[config.mk]
export PLATFORM = sky130hd
export DESIGN_NAME = ex_mem_stage_flat
export DESIGN_NICKNAME = d
export VERILOG_FILES = /design/src/rtl/ex_mem_stage_if.sv /design/src/rtl/ex_mem_stage.sv /design/src/flat_wrapper.sv
export SDC_FILE = /design/constraint.sdc
export NUM_CORES = 1
export LEC_CHECK = 0
export ABC_AREA = 1
export BUFFER_PORTS_ARGS = -buffer_cell sky130_fd_sc_hd__buf_2
export CORE_UTILIZATION = 57
export DETAILED_ROUTE_END_ITERATION = 12
export HOLD_SLACK_MARGIN = 0.08
export MAX_ROUTING_LAYER = met4
export PLACE_DENSITY = 0.88
export SLEW_MARGIN = 30
export SYNTH_ARGS = -nofsm -noshare
export SYNTH_HDL_FRONTEND = slang
export SYNTH_SLANG_ARGS = --single-unit
[constraint.sdc]
create_clock -name clk -period 5.6 [get_ports clk]
set_clock_uncertainty 0.05 [all_clocks]
set_input_delay 0.56 -clock clk [delete_from_list [all_inputs] [get_ports clk]]
set_output_delay 0.56 -clock clk [all_outputs]
set_load 0.005 [all_outputs]
[src/rtl/ex_mem_stage_if.sv]
// EX-to-MEM stage bundle: decoded EX inputs, PC redirect, registered MEM controls
// and the data-memory store port.
interface ex_mem_stage_if #(
    parameter int DM_AW = 14
);
    logic              ex_valid;
    logic [31:0]       ex_alu_out;
    logic              ex_branch_flag;
    logic [31:0]       ex_pc;
    logic [31:0]       ex_imm;
    logic [31:0]       ex_rs1;
    logic [31:0]       ex_rs2;
    logic [2:0]        ex_funct3;
    logic              ex_is_branch;
    logic              ex_is_jal;
    logic              ex_is_jalr;
    logic              ex_is_load;
    logic              ex_is_store;
    logic              ex_reg_write;
    logic [4:0]        ex_rd;
    logic              mem_stall;

    logic              redirect;
    logic [31:0]       redirect_pc;
    logic              mem_valid;
    logic [31:0]       mem_wb_data;
    logic [4:0]        mem_rd;
    logic              mem_reg_write;
    logic              mem_is_load;
    logic [2:0]        mem_funct3;
    logic [3:0]        dm_web;
    logic [DM_AW-1:0]  dm_addr;
    logic [31:0]       dm_di;
    logic              misalign_err;

    modport master (
        output ex_valid, ex_alu_out, ex_branch_flag, ex_pc, ex_imm, ex_rs1, ex_rs2,
               ex_funct3, ex_is_branch, ex_is_jal, ex_is_jalr, ex_is_load,
               ex_is_store, ex_reg_write, ex_rd, mem_stall,
        input  redirect, redirect_pc, mem_valid, mem_wb_data, mem_rd,
               mem_reg_write, mem_is_load, mem_funct3, dm_web, dm_addr, dm_di,
               misalign_err
    );

    modport slave (
        input  ex_valid, ex_alu_out, ex_branch_flag, ex_pc, ex_imm, ex_rs1, ex_rs2,
               ex_funct3, ex_is_branch, ex_is_jal, ex_is_jalr, ex_is_load,
               ex_is_store, ex_reg_write, ex_rd, mem_stall,
        output redirect, redirect_pc, mem_valid, mem_wb_data, mem_rd,
               mem_reg_write, mem_is_load, mem_funct3, dm_web, dm_addr, dm_di,
               misalign_err
    );
endinterface

[src/rtl/ex_mem_stage.sv]
// EX/MEM stage: branch/jump resolution with wrong-path squash, store lane
// alignment and the EX-to-MEM pipeline register with MEM-side stall.
module ex_mem_stage #(
    parameter int SQUASH_DEPTH = 2,
    parameter int DM_AW        = 14
) (
    input logic           clk,
    input logic           rst,
    ex_mem_stage_if.slave bus
);
    logic [1:0]       sq_cnt;
    logic             live;
    logic             taken;
    logic             is_jump;
    logic [1:0]       off;
    logic [3:0]       st_web;
    logic [31:0]      st_di;
    logic             st_bad;

    logic             mem_valid_q;
    logic [31:0]      mem_wb_data_q;
    logic [4:0]       mem_rd_q;
    logic             mem_reg_write_q;
    logic             mem_is_load_q;
    logic [2:0]       mem_funct3_q;
    logic [3:0]       dm_web_q;
    logic [DM_AW-1:0] dm_addr_q;
    logic [31:0]      dm_di_q;
    logic             misalign_q;

    assign is_jump = bus.ex_is_jal | bus.ex_is_jalr;
    assign live    = bus.ex_valid & (sq_cnt == 2'd0);
    assign taken   = live & ~bus.mem_stall &
                     (is_jump | (bus.ex_is_branch & bus.ex_branch_flag));

    // Fetch consumes redirect on the same edge, so it must be quiet in reset.
    assign bus.redirect    = taken & rst;
    assign bus.redirect_pc = bus.ex_is_jalr ? ((bus.ex_rs1 + bus.ex_imm) & ~32'h1)
                                            : (bus.ex_pc + bus.ex_imm);

    assign off = bus.ex_alu_out[1:0];

    always_comb begin
        st_web = 4'hF;
        st_di  = bus.ex_rs2;
        st_bad = 1'b0;
        case (bus.ex_funct3)
            3'b000: begin
                st_web = ~(4'b0001 << off);
                st_di  = {4{bus.ex_rs2[7:0]}};
            end
            3'b001: begin
                st_di = {2{bus.ex_rs2[15:0]}};
                if (off[0]) st_bad = 1'b1;
                else        st_web = off[1] ? 4'b0011 : 4'b1100;
            end
            3'b010: begin
                if (off != 2'd0) st_bad = 1'b1;
                else             st_web = 4'h0;
            end
            default: st_bad = 1'b1;
        endcase
    end

    always_ff @(posedge clk) begin
        if (!rst) begin
            sq_cnt          <= 2'd0;
            mem_valid_q     <= 1'b0;
            mem_wb_data_q   <= 32'd0;
            mem_rd_q        <= 5'd0;
            mem_reg_write_q <= 1'b0;
            mem_is_load_q   <= 1'b0;
            mem_funct3_q    <= 3'd0;
            dm_web_q        <= 4'hF;
            dm_addr_q       <= '0;
            dm_di_q         <= 32'd0;
            misalign_q      <= 1'b0;
        end else if (!bus.mem_stall) begin
            if (taken)               sq_cnt <= 2'(SQUASH_DEPTH);
            else if (sq_cnt != 2'd0) sq_cnt <= sq_cnt - 2'd1;
            mem_valid_q     <= live;
            mem_wb_data_q   <= is_jump ? (bus.ex_pc + 32'd4) : bus.ex_alu_out;
            mem_rd_q        <= bus.ex_rd;
            mem_reg_write_q <= live & bus.ex_reg_write;
            mem_is_load_q   <= live & bus.ex_is_load;
            mem_funct3_q    <= bus.ex_funct3;
            dm_web_q        <= (live & bus.ex_is_store & ~st_bad) ? st_web : 4'hF;
            dm_addr_q       <= bus.ex_alu_out[DM_AW+1:2];
            dm_di_q         <= st_di;
            misalign_q      <= live & bus.ex_is_store & st_bad;
        end
    end

    assign bus.mem_valid     = mem_valid_q;
    assign bus.mem_wb_data   = mem_wb_data_q;
    assign bus.mem_rd        = mem_rd_q;
    assign bus.mem_reg_write = mem_reg_write_q;
    assign bus.mem_is_load   = mem_is_load_q;
    assign bus.mem_funct3    = mem_funct3_q;
    assign bus.dm_web        = dm_web_q;
    assign bus.dm_addr       = dm_addr_q;
    assign bus.dm_di         = dm_di_q;
    assign bus.misalign_err  = misalign_q;
endmodule

[src/flat_wrapper.sv]
// flat-port wrapper written by rule: the top's interface ports become plain ports
module ex_mem_stage_flat 
#(
    parameter int SQUASH_DEPTH = 2,
    parameter int DM_AW        = 14
)
  (clk, rst, bus_ex_valid, bus_ex_alu_out, bus_ex_branch_flag, bus_ex_pc, bus_ex_imm, bus_ex_rs1, bus_ex_rs2, bus_ex_funct3, bus_ex_is_branch, bus_ex_is_jal, bus_ex_is_jalr, bus_ex_is_load, bus_ex_is_store, bus_ex_reg_write, bus_ex_rd, bus_mem_stall, bus_redirect, bus_redirect_pc, bus_mem_valid, bus_mem_wb_data, bus_mem_rd, bus_mem_reg_write, bus_mem_is_load, bus_mem_funct3, bus_dm_web, bus_dm_addr, bus_dm_di, bus_misalign_err);
  ex_mem_stage_if #(.DM_AW(DM_AW)) bus_i ();
  input logic clk;
  input logic rst;
  input wire logic [$bits(bus_i.ex_valid)-1:0] bus_ex_valid;
  input wire logic [$bits(bus_i.ex_alu_out)-1:0] bus_ex_alu_out;
  input wire logic [$bits(bus_i.ex_branch_flag)-1:0] bus_ex_branch_flag;
  input wire logic [$bits(bus_i.ex_pc)-1:0] bus_ex_pc;
  input wire logic [$bits(bus_i.ex_imm)-1:0] bus_ex_imm;
  input wire logic [$bits(bus_i.ex_rs1)-1:0] bus_ex_rs1;
  input wire logic [$bits(bus_i.ex_rs2)-1:0] bus_ex_rs2;
  input wire logic [$bits(bus_i.ex_funct3)-1:0] bus_ex_funct3;
  input wire logic [$bits(bus_i.ex_is_branch)-1:0] bus_ex_is_branch;
  input wire logic [$bits(bus_i.ex_is_jal)-1:0] bus_ex_is_jal;
  input wire logic [$bits(bus_i.ex_is_jalr)-1:0] bus_ex_is_jalr;
  input wire logic [$bits(bus_i.ex_is_load)-1:0] bus_ex_is_load;
  input wire logic [$bits(bus_i.ex_is_store)-1:0] bus_ex_is_store;
  input wire logic [$bits(bus_i.ex_reg_write)-1:0] bus_ex_reg_write;
  input wire logic [$bits(bus_i.ex_rd)-1:0] bus_ex_rd;
  input wire logic [$bits(bus_i.mem_stall)-1:0] bus_mem_stall;
  output wire logic [$bits(bus_i.redirect)-1:0] bus_redirect;
  output wire logic [$bits(bus_i.redirect_pc)-1:0] bus_redirect_pc;
  output wire logic [$bits(bus_i.mem_valid)-1:0] bus_mem_valid;
  output wire logic [$bits(bus_i.mem_wb_data)-1:0] bus_mem_wb_data;
  output wire logic [$bits(bus_i.mem_rd)-1:0] bus_mem_rd;
  output wire logic [$bits(bus_i.mem_reg_write)-1:0] bus_mem_reg_write;
  output wire logic [$bits(bus_i.mem_is_load)-1:0] bus_mem_is_load;
  output wire logic [$bits(bus_i.mem_funct3)-1:0] bus_mem_funct3;
  output wire logic [$bits(bus_i.dm_web)-1:0] bus_dm_web;
  output wire logic [$bits(bus_i.dm_addr)-1:0] bus_dm_addr;
  output wire logic [$bits(bus_i.dm_di)-1:0] bus_dm_di;
  output wire logic [$bits(bus_i.misalign_err)-1:0] bus_misalign_err;
  assign bus_i.ex_valid = bus_ex_valid;
  assign bus_i.ex_alu_out = bus_ex_alu_out;
  assign bus_i.ex_branch_flag = bus_ex_branch_flag;
  assign bus_i.ex_pc = bus_ex_pc;
  assign bus_i.ex_imm = bus_ex_imm;
  assign bus_i.ex_rs1 = bus_ex_rs1;
  assign bus_i.ex_rs2 = bus_ex_rs2;
  assign bus_i.ex_funct3 = bus_ex_funct3;
  assign bus_i.ex_is_branch = bus_ex_is_branch;
  assign bus_i.ex_is_jal = bus_ex_is_jal;
  assign bus_i.ex_is_jalr = bus_ex_is_jalr;
  assign bus_i.ex_is_load = bus_ex_is_load;
  assign bus_i.ex_is_store = bus_ex_is_store;
  assign bus_i.ex_reg_write = bus_ex_reg_write;
  assign bus_i.ex_rd = bus_ex_rd;
  assign bus_i.mem_stall = bus_mem_stall;
  assign bus_redirect = bus_i.redirect;
  assign bus_redirect_pc = bus_i.redirect_pc;
  assign bus_mem_valid = bus_i.mem_valid;
  assign bus_mem_wb_data = bus_i.mem_wb_data;
  assign bus_mem_rd = bus_i.mem_rd;
  assign bus_mem_reg_write = bus_i.mem_reg_write;
  assign bus_mem_is_load = bus_i.mem_is_load;
  assign bus_mem_funct3 = bus_i.mem_funct3;
  assign bus_dm_web = bus_i.dm_web;
  assign bus_dm_addr = bus_i.dm_addr;
  assign bus_dm_di = bus_i.dm_di;
  assign bus_misalign_err = bus_i.misalign_err;
  ex_mem_stage #(.SQUASH_DEPTH(SQUASH_DEPTH), .DM_AW(DM_AW)) u_core (.clk(clk), .rst(rst), .bus(bus_i));
endmodule
## Word level (Yosys, flattened, before mapping)

Index checks and enable logic that the tools add are counted.

- Equality and inequality tests: 2
- Multipliers: 0
- Div/mod/pow operators: 0
- Reduce and logical (&&, ||, !) cells: 6
- Order comparisons: 0
- Bitwise gates (word level): 15
- $add $sub $neg: 4
- Mux-type cells: 13
- Shifts and indexed selects: 1

Operators with widths:

| operator | count |
|---|---|
| 32-bit adder | 2 |
| 32-bit two-way mux | 2 |
| 32-bit case mux with 2 select lines | 1 |
| 32-bit by 3-bit adder with 32-bit output (second input constant) | 1 |
| 4-bit two-way mux | 4 |
| 4-bit case mux with 3 select lines | 1 |
| 1-bit bitwise AND | 10 |
| 2-bit nonzero test | 3 |
| 2-bit two-way mux | 2 |
| 4-bit inverter | 1 |
| 1-bit by 2-bit << shifter with 4-bit output (first input constant) | 1 |
| 3-bit by 1-bit == test with 1-bit output (second input constant) | 1 |
| 3-bit by 2-bit == test with 1-bit output (second input constant) | 1 |
| 3-bit zero test | 1 |
| 1-bit case mux with 3 select lines | 1 |
| 2-bit zero test | 1 |
| 1-bit two-way mux | 2 |
| 1-bit inverter | 2 |
| 1-bit OR | 2 |
| 2-bit AND reduction | 1 |
| 2-bit by 1-bit subtractor with 2-bit output (second input constant) | 1 |

- Bits in registers: 96
- Word-level logic and storage cells: 52
- ROM bits: 0
- Memories: 0
- Memory bits (writable): 0
- Bits in latches: 0
- Output and inout port bits: 127

## Logic depth before layout (Yosys ltp)

Gate-level depths: netlist of the first run.

- Word-level depth: 6
- Mapped depth: 14

## Worst setup path after synthesis of the first run

OpenSTA, ideal clock, no wires.

- Kind: input-to-output
- From: in bus_ex_imm[0]
- To: out bus_redirect_pc[8]
- Setup slack: 2.950 ns
- Buffers on the path: 0
- Data arrival time: 2.040 ns
- Data required time: 4.990 ns
- Stages: 9
- Path through: ha_1 > fa_1 > nand3_1 > nand3_1 > nand2_1 > nand2_1 > o21ai_0 > a21oi_1 > or2_2

- Longest elaborated chain between the ends: 2
- Elaborated cells between the ends (all ways): 3

RTL lines:

| item | RTL line | text |
|---|---|---|
| start, declared | flat_wrapper.sv:15 | `input wire logic [$bits(bus_i.ex_imm)-1:0] bus_ex_imm;` |
| 32-bit adder, on equally long branches | ex_mem_stage.sv:39, ex_mem_stage.sv:38 |  |
| 32-bit two-way mux (*) | ex_mem_stage.sv:38 | `assign bus.redirect_pc = bus.ex_is_jalr ? ((bus.ex_rs1 + bus.ex_imm) & ~32'h1)` |
| end, declared | flat_wrapper.sv:28 | `output wire logic [$bits(bus_i.redirect_pc)-1:0] bus_redirect_pc;` |

Mark *: on every way between the ends. The rest lies on a longest branch, timed or not.

## Worst setup path after layout of the first run

- From: in bus_ex_imm[0]
- To: out bus_redirect_pc[16]

The elaborated chain is that of the path after synthesis.

==> summary.txt, run 1 <==
Detailed routing
  • Antenna-violating nets left: 0
  • Pre-Repair DR Iteration Count: 7
  • DRC violation count after routing: 0
  • Via density per instance: 5.38
  • Routed WL per cell: 14.8 um
  • DRC marker count from the first detailed-route iteration: around 1100
  • Wirelength, routed: 33400 um
  • Via Count: between 10000 and 15000

Power
  • Sw Ratio: between 30% and 40%
  • Int Pwr: 0.00139 W
  • Leakage power figure: between 6 and 7 nW
  • Combinational share of power: 39.3%
  • Clk pwr share: 27.5%
  • Power density relative to cell area: 196 nW/um^2
  • Sequential share of power: between 30% and 40%
  • Switching power summed over all nets: 0.000887 W
  • Max IR drop VDD: 0.000219 V

STA
  • Number of failing setup endpoints in the final timing report: 0
  • F_max: 317 MHz
  • Rel. slew slack: 43.9%
  • Unrepaired setup endpoints after global routing: no
  • Slew @ Worst Pin: about 0.84 ns
  • Final hold viol count: 0
  • Hold slack final: 0.394 ns
  • Final worst-path cycle share: 56.3%
  • Crit path time final: 3.15 ns
  • Max-slew violation total from the final report: 0
  • Accumulated negative setup slack: 0 ns

Clock tree
  • Clock-pin slew of the registers on the worst-case setup and hold paths: 0.07 ns
  • Buffer levels on the longest clock path: 2
  • Clock latency on the worst-skew pair: 0.35 ns
  • Clock root buffer: sky130_fd_sc_hd__clkbuf_16
  • Count of H-tree levels built during CTS: 3
  • Buffers inserted by post-CTS timing repair: 0
  • Post-cts hold buffer count: 0
  • Sink count of the clock tree: 96
  • Count of instances resized after the clock tree is built: 0
  • Number of buffers inserted during clock tree synthesis: 9
  • Clock tree from TritonCTS: yes

Setup path
  • RR Startpoint: u_core.sq_cnt[0]
  • Category of the worst setup path launch point: input pin
  • Logic depth of the worst register-to-register path: 8
  • Endpoint kind of the worst setup timing path: primary output
  • Kind of critical path: in -> out
  • Slack of the worst reg-to-reg path: roughly 3.9 ns
  • Req. time, crit path: 4.99 ns
  • Reg-to-reg critical path endpoint: u_core.sq_cnt[0]
  • Largest driver fanout on the critical path: 4
  • Arrival time at the worst endpoint: 2.54 ns

Min path
  • Start point of the worst min-delay path: bus_ex_rd[3]
  • Worst hold endpoint: u_core.bus.mem_rd[3]
  • Worst min-delay path class: in -> reg
  • Worst hold path depth: 3

Floorplanning
  • Starting density of the core: approximately three fifths
  • Floorplan Core Area: 16500 um^2
  • Num rows: 47
  • Top-Level Pins: 306
  • Die outline height: ~130 um
  • Horizontal die dimension: around 130 um
  • Die ar.: 17400 um^2

Synth
  • Total nets after synthesis: 1993
  • Most frequent cells after synthesis: sky130_fd_sc_hd__nand2_1, sky130_fd_sc_hd__inv_1, sky130_fd_sc_hd__nor2_1
  • Ys async rst share: 0%
  • Most area-consuming cells after synthesis: sky130_fd_sc_hd__nand2_1, sky130_fd_sc_hd__dfxtp_1, sky130_fd_sc_hd__inv_1
  • Avg Inst Size Synth: 5.50 um^2
  • Post-synth top area share: between 20% and 30%
  • Count of cell types in the netlist: 43
  • Most frequently used cell type in the post-synthesis netlist: sky130_fd_sc_hd__nand2_1
  • Count of mapped cells out of synthesis: 1749
  • Netlist Area Pre-Place: 9630 um^2
  • Dominant register cell in the synthesized netlist: sky130_fd_sc_hd__dfxtp_1
  • Yosys warns: 0
  • Yosys reg bits: 96
  • Count of flip-flops with a built-in enable after synthesis: 0
  • Cell type with the highest aggregate area in the netlist: sky130_fd_sc_hd__nand2_1
  • Proportion of synthesized chip area in sequential cells: 20.0%

Run status
  • Status: finished, final reports clean

Placement
  • Routability congestion estimate: 0.983
  • DP Wirelength: roughly 27000 um
  • # port buffers: 305

Global routing
  • Pin count of the biggest net entering global routing: 83
  • First-pass GRT wire length: approximately 53000 um
  • Initial antenna violation count: 1
  • Number of global-route vias before repair: approximately 11000
  • Overall routing resource usage: 38.6%
  • Total grt overflow: 0

Finish
  • Post-layout nets: 2269
  • Fraction of layout cells with a size suffix above 1: 17.1%
  • Layout overhead on the synthesized area: 20.2%
  • Combined area of the multi-input logic cells: 6480 um^2
  • Register area: 1920 um^2
  • Filler cells: approximately 1600

Flow run
  • Max Cap Viol: 0
[routing by layer]
layer | vias up | GRT usage, % | routed length (um)
met4 | 0 | 16.1 | 1350
met1 | 5371 | 49.9 | 14500
li1 | 6082 | - | -
met2 | 565 | 60.3 | 15000
met5 | - | - | 0
met3 | 91 | 5.38 | 2640
[cells in the final DEF, fill, tap and decap left out, drive strengths merged, types with 2 or more instances in the layout]
master	count
o21bai	6
nor3	10
inv	277
a21boi	2
o211ai	3
nand3b	7
dfxtp	96
clkinv	4
mux2i	8
xnor2	12
buf	309
nand4	10
a21oi	135
a211oi	8
ha	63
fa	2
and2	2
xor2	13
clkbuf	10
o21ai	144
nand2	589
o22ai	3
nor2	210
a21o	2
or2	4
and3	2
nand3	96
[power groups by stage]
stage	Combinational (W)	Sequential [W]	Clock, W
after floorplan	0.000539	0.000775	0
after global placement	0.000861	0.000768	0
after detailed placement	0.000873	0.000770	0
after CTS	0.000880	0.000755	0.000623
after global routing	0.000994	0.000761	0.000650
final	0.000893	0.000756	0.000625
[area by class of cell]
class	instances	share of cell area (%)
diodes	1	0.0216
clock buffers	10	2.06
clock inverters	6	0.530
inverters	276	8.96
multi-input cells	1333	56.0
flip-flops and latches	96	16.6
well taps	220	2.38
repair buffers	309	13.4
[critical path, cell delays in order]
cell	delay, ns
sky130_fd_sc_hd__buf_2	0.11
sky130_fd_sc_hd__ha_1	0.24
sky130_fd_sc_hd__fa_1	0.44
sky130_fd_sc_hd__nand3_1	0.12
sky130_fd_sc_hd__nand3_1	0.18
sky130_fd_sc_hd__nand2_1	0.11
sky130_fd_sc_hd__nand2_1	0.10
sky130_fd_sc_hd__a21oi_1	0.19
sky130_fd_sc_hd__nor2_1	0.06
sky130_fd_sc_hd__o21ai_0	0.27
sky130_fd_sc_hd__buf_2	0.18
[through the flow]
step	instance area, um^2	total power [W]	instances	setup WS (ns)	util (%)
6_report	11600	0.00227	2251	2.45	70.0
5_1_grt	11600	0.00241	2251	2.24	70.0
4_1_cts	11600	0.00226	2250	2.48	70.0
3_5_place_dp	11300	0.00164	2234	2.48	68.2
3_3_place_gp	11300	0.00163	2234	2.53	68.2
2_1_floorplan	9630	0.00131	1749	2.95	-
[registers in the layout, summed over array words and instances, names as in the netlist]
register                  flops
u_core.bus.mem_wb_data       32
u_core.sq_cnt                 2
u_core.bus.dm_addr           14
u_core.bus.mem_is_load        1
u_core.bus.mem_funct3         3
u_core.bus.mem_valid          1
u_core.bus.dm_web             4
u_core.bus.mem_reg_write      1
u_core.bus.dm_di             32
u_core.bus.mem_rd             5
u_core.bus.misalign_err       1
[logic make-up (layout without fill, tap and decap cells)]
kind of cell	Yosys count	in the layout	share of synthesized area [%]
simple gates	931	931	39.1
fa+ha+maj	65	65	8.60
xor+xnor	25	25	2.27
other cells	0	1	0
mux	8	8	0.832
flops	96	96	20.0
buf+inv	320	601	12.8
compound gates	304	304	16.5
[how the worst max path moves through the flow]
stage	to	slack [ns]	startpoint	depth (start not counted)
6_report	bus_redirect_pc[16]	2.45	bus_ex_imm[0]	11
2_1_floorplan	bus_redirect_pc[8]	2.95	bus_ex_imm[0]	9
4_1_cts	bus_redirect_pc[22]	2.48	bus_ex_imm[0]	15
3_3_place_gp	bus_redirect_pc[8]	2.53	bus_ex_imm[0]	11
5_1_grt	bus_redirect_pc[22]	2.24	bus_ex_imm[0]	15
3_5_place_dp	bus_redirect_pc[22]	2.48	bus_ex_imm[0]	15
(Power assumes the default switching activity.)
==> inputs of run 2 (changes only) <==
- CORE_UTILIZATION: 57 -> 53
- PLACE_DENSITY: 0.88 -> 0.83
- clock period: 5.6 -> 3.2 ns (I/O delays scaled with it)
==> run 2 against run 1 <==
First-iteration DRC count is 17% lower. Cell area is 0.42% higher. Largest power group unchanged. Power is 76% higher. Critical path type unchanged. Sequential power is 75% higher. Count of clock-buffer cells in the layout stayed put. Largest cell class unchanged. Via count is 1.7% lower. Non-clock buffer count is 3 higher. Highest routed layer unchanged. Critical path depth stayed put. Combinational power is 76% higher. Core utilization is 3.8 points lower. Sequential share of layout area is 0.070 points lower. Hold slack worse by 0.23 ns.
==> summary.txt, run 2 (same netlist as run 1, synthesis figures left out) <==
Floorplanning
  • Num rows: 48 (+2.1%)
  • Die ar.: 18700 um^2 (+7.4%)
  • Starting density of the core: 54.9% (-3.4 points)
  • Top-Level Pins: 306 (unchanged)
  • Die outline height: 137 um (+3.6%)
  • Horizontal die dimension: 137 um (+3.6%)
  • Floorplan Core Area: 17500 um^2 (+6.1%)

STA
  • Slew @ Worst Pin: 0.706 ns (-0.135 ns)
  • Final hold viol count: 0 (unchanged)
  • Final worst-path cycle share: 81.9%
  • Unrepaired setup endpoints after global routing: no
  • Rel. slew slack: 52.9% (+9.0 points)
  • Crit path time final: 2.62 ns
  • Accumulated negative setup slack: 0 ns (unchanged)
  • F_max: about 380 MHz
  • Number of failing setup endpoints in the final timing report: 0 (unchanged)
  • Max-slew violation total from the final report: 0 (unchanged)

Flow run
  • Max Cap Viol: 0 (unchanged)

Finish
  • Post-layout nets: 2272 (+0.13%)
  • Commonest cells after routing, fill and taps aside: sky130_fd_sc_hd__nand2_1, sky130_fd_sc_hd__buf_2, sky130_fd_sc_hd__inv_1
  • Layout overhead on the synthesized area: 20.7%
  • Fin util: 66.3% (-3.8 points)
  • Fraction of layout cells with a size suffix above 1: 17.2% (+0.073 points)
  • Number of standard cells in the final layout excluding fillers: 2261 (+0.44%)
  • Most frequent standard cell in the layout excluding fill and tap cells: sky130_fd_sc_hd__nand2_1

Clock tree
  • Clock root buffer: sky130_fd_sc_hd__clkbuf_16
  • Buffer levels on the longest clock path: 2 (unchanged)
  • Buffers inserted by post-CTS timing repair: 0 (unchanged)
  • Post-cts hold buffer count: 0 (unchanged)
  • Count of H-tree levels built during CTS: 3 (unchanged)
  • Number of buffers inserted during clock tree synthesis: 9 (unchanged)
  • Sink count of the clock tree: 96 (unchanged)
  • Clock latency on the worst-skew pair: 0.34 ns (about the same)
  • Clock-pin slew of the registers on the worst-case setup and hold paths: 0.08 ns (about the same)
  • Clock tree from TritonCTS: yes
  • Count of instances resized after the clock tree is built: 0 (unchanged)

Setup path
  • Slack of the worst reg-to-reg path: 1.50 ns (-2.35 ns)
  • Logic depth of the worst register-to-register path: 8 (unchanged)
  • Req. time, crit path: 2.83 ns (-2.16 ns)
  • Arrival time at the worst endpoint: 2.25 ns (-0.29 ns)
  • Reg-to-reg critical path endpoint: u_core.sq_cnt[1]
  • Endpoint kind of the worst setup timing path: primary output
  • Kind of critical path: in -> out
  • Largest driver fanout on the critical path: 4 (unchanged)
  • Category of the worst setup path launch point: input pin
  • RR Startpoint: u_core.sq_cnt[0]

Global routing
  • First-pass GRT wire length: 51500 um (-2.6%)
  • Initial antenna violation count: 1 (unchanged)
  • Total grt overflow: 0 (unchanged)
  • Pin count of the biggest net entering global routing: 82 (-1.2%)
  • Number of global-route vias before repair: 10400 (-1.8%)
  • Overall routing resource usage: 35.9% (-2.8 points)

Power
  • Power density relative to cell area: 345 nW/um^2 (+76%)
  • Leakage power figure: 6.83 nW (+0.24%)
  • Max IR drop VDD: 0.000302 V (+38%)

Detailed routing
  • Via Count: 11900 (-1.7%)
  • Antenna-violating nets left: 0 (unchanged)
  • DRC marker count from the first detailed-route iteration: 931 (-17%)
  • Via density per instance: 5.26 (-2.2%)
  • DRC violation count after routing: 0 (unchanged)
  • Pre-Repair DR Iteration Count: 6 (-1)
  • Routed WL per cell: 15.0 um (+0.84%)
  • Wirelength, routed: 33900 um (+1.3%)

Min path
  • Worst hold path depth: 3 (unchanged)
  • Worst hold endpoint: u_core.bus.mem_rd[4]
  • Worst min-delay path class: in -> reg
  • Start point of the worst min-delay path: bus_ex_rd[4]

Run status
  • Status: finished, final reports clean

Placement
  • Placed Cells: 2242 (+0.36%)
  • DP Wirelength: 27700 um (+1.6%)
  • Routability congestion estimate: 0.997 (+1.5%)
  • # port buffers: 305 (unchanged)
[run 2: how the worst max path moves through the flow]
stage / start / to / slack, ns
final: bus_ex_imm[0] / bus_redirect_pc[16] / 0.58
after global routing: bus_ex_imm[0] / bus_redirect_pc[22] / 0.41
after CTS: bus_ex_imm[0] / bus_redirect_pc[8] / 0.59
after detailed placement: bus_ex_imm[0] / bus_redirect_pc[8] / 0.59
after global placement: bus_ex_imm[0] / bus_redirect_pc[8] / 0.64
after floorplan: bus_ex_imm[0] / bus_redirect_pc[8] / 1.03
[run 2: per-layer routing]
metal,track usage [%],vias up,share of wire [%]
met1,45.8,5202,44
met2,58.4,538,46
met5,-,-,0
met3,5.07,68,7.8
met4,10.8,0,2.8
li1,-,6092,-
[run 2: per-stage QoR]
stage	setup slack [ns]	cell area, um^2	total power, W	hold slack, ns
floorplan	1.03	9630	0.00230	0.412
global route	0.407	11600	0.00426	0.176
detailed placement	0.586	11300	0.00288	0.404
CTS	0.589	11600	0.00399	0.165
global placement	0.637	11300	0.00286	0.400
finish	0.579	11600	0.00401	0.165
[run 2: power breakdown]
part	switching (W)	leakage [nW]	total, W	internal [W]
Combinational	0.000989	5.89	0.00157	0.000580
Sequential	0.0000412	0.797	0.00132	0.00128
Clock	0.000501	0.142	0.00112	0.000618
Total	0.00153	6.83	0.00401	0.00248
[run 2: area by class of cell]
type	instances	area, um^2
clock buffers	10	229
fillers	1774	5910
inverters	276	1040
flip-flops and latches	96	1920
well taps	225	282
multi-input cells	1333	6480
clock inverters	6	73.8
repair buffers	312	1590
diodes	3	7.51
[run 2: critical path, stage by stage]
cell and delay, ns:
sky130_fd_sc_hd__buf_2 0.11, sky130_fd_sc_hd__ha_1 0.24, sky130_fd_sc_hd__fa_1 0.45, sky130_fd_sc_hd__nand3_1 0.11, sky130_fd_sc_hd__nand3_1 0.16, sky130_fd_sc_hd__nand2_1 0.10
sky130_fd_sc_hd__nand2_1 0.10, sky130_fd_sc_hd__a21oi_1 0.18, sky130_fd_sc_hd__nor2_1 0.05, sky130_fd_sc_hd__o21ai_0 0.25, sky130_fd_sc_hd__buf_2 0.17
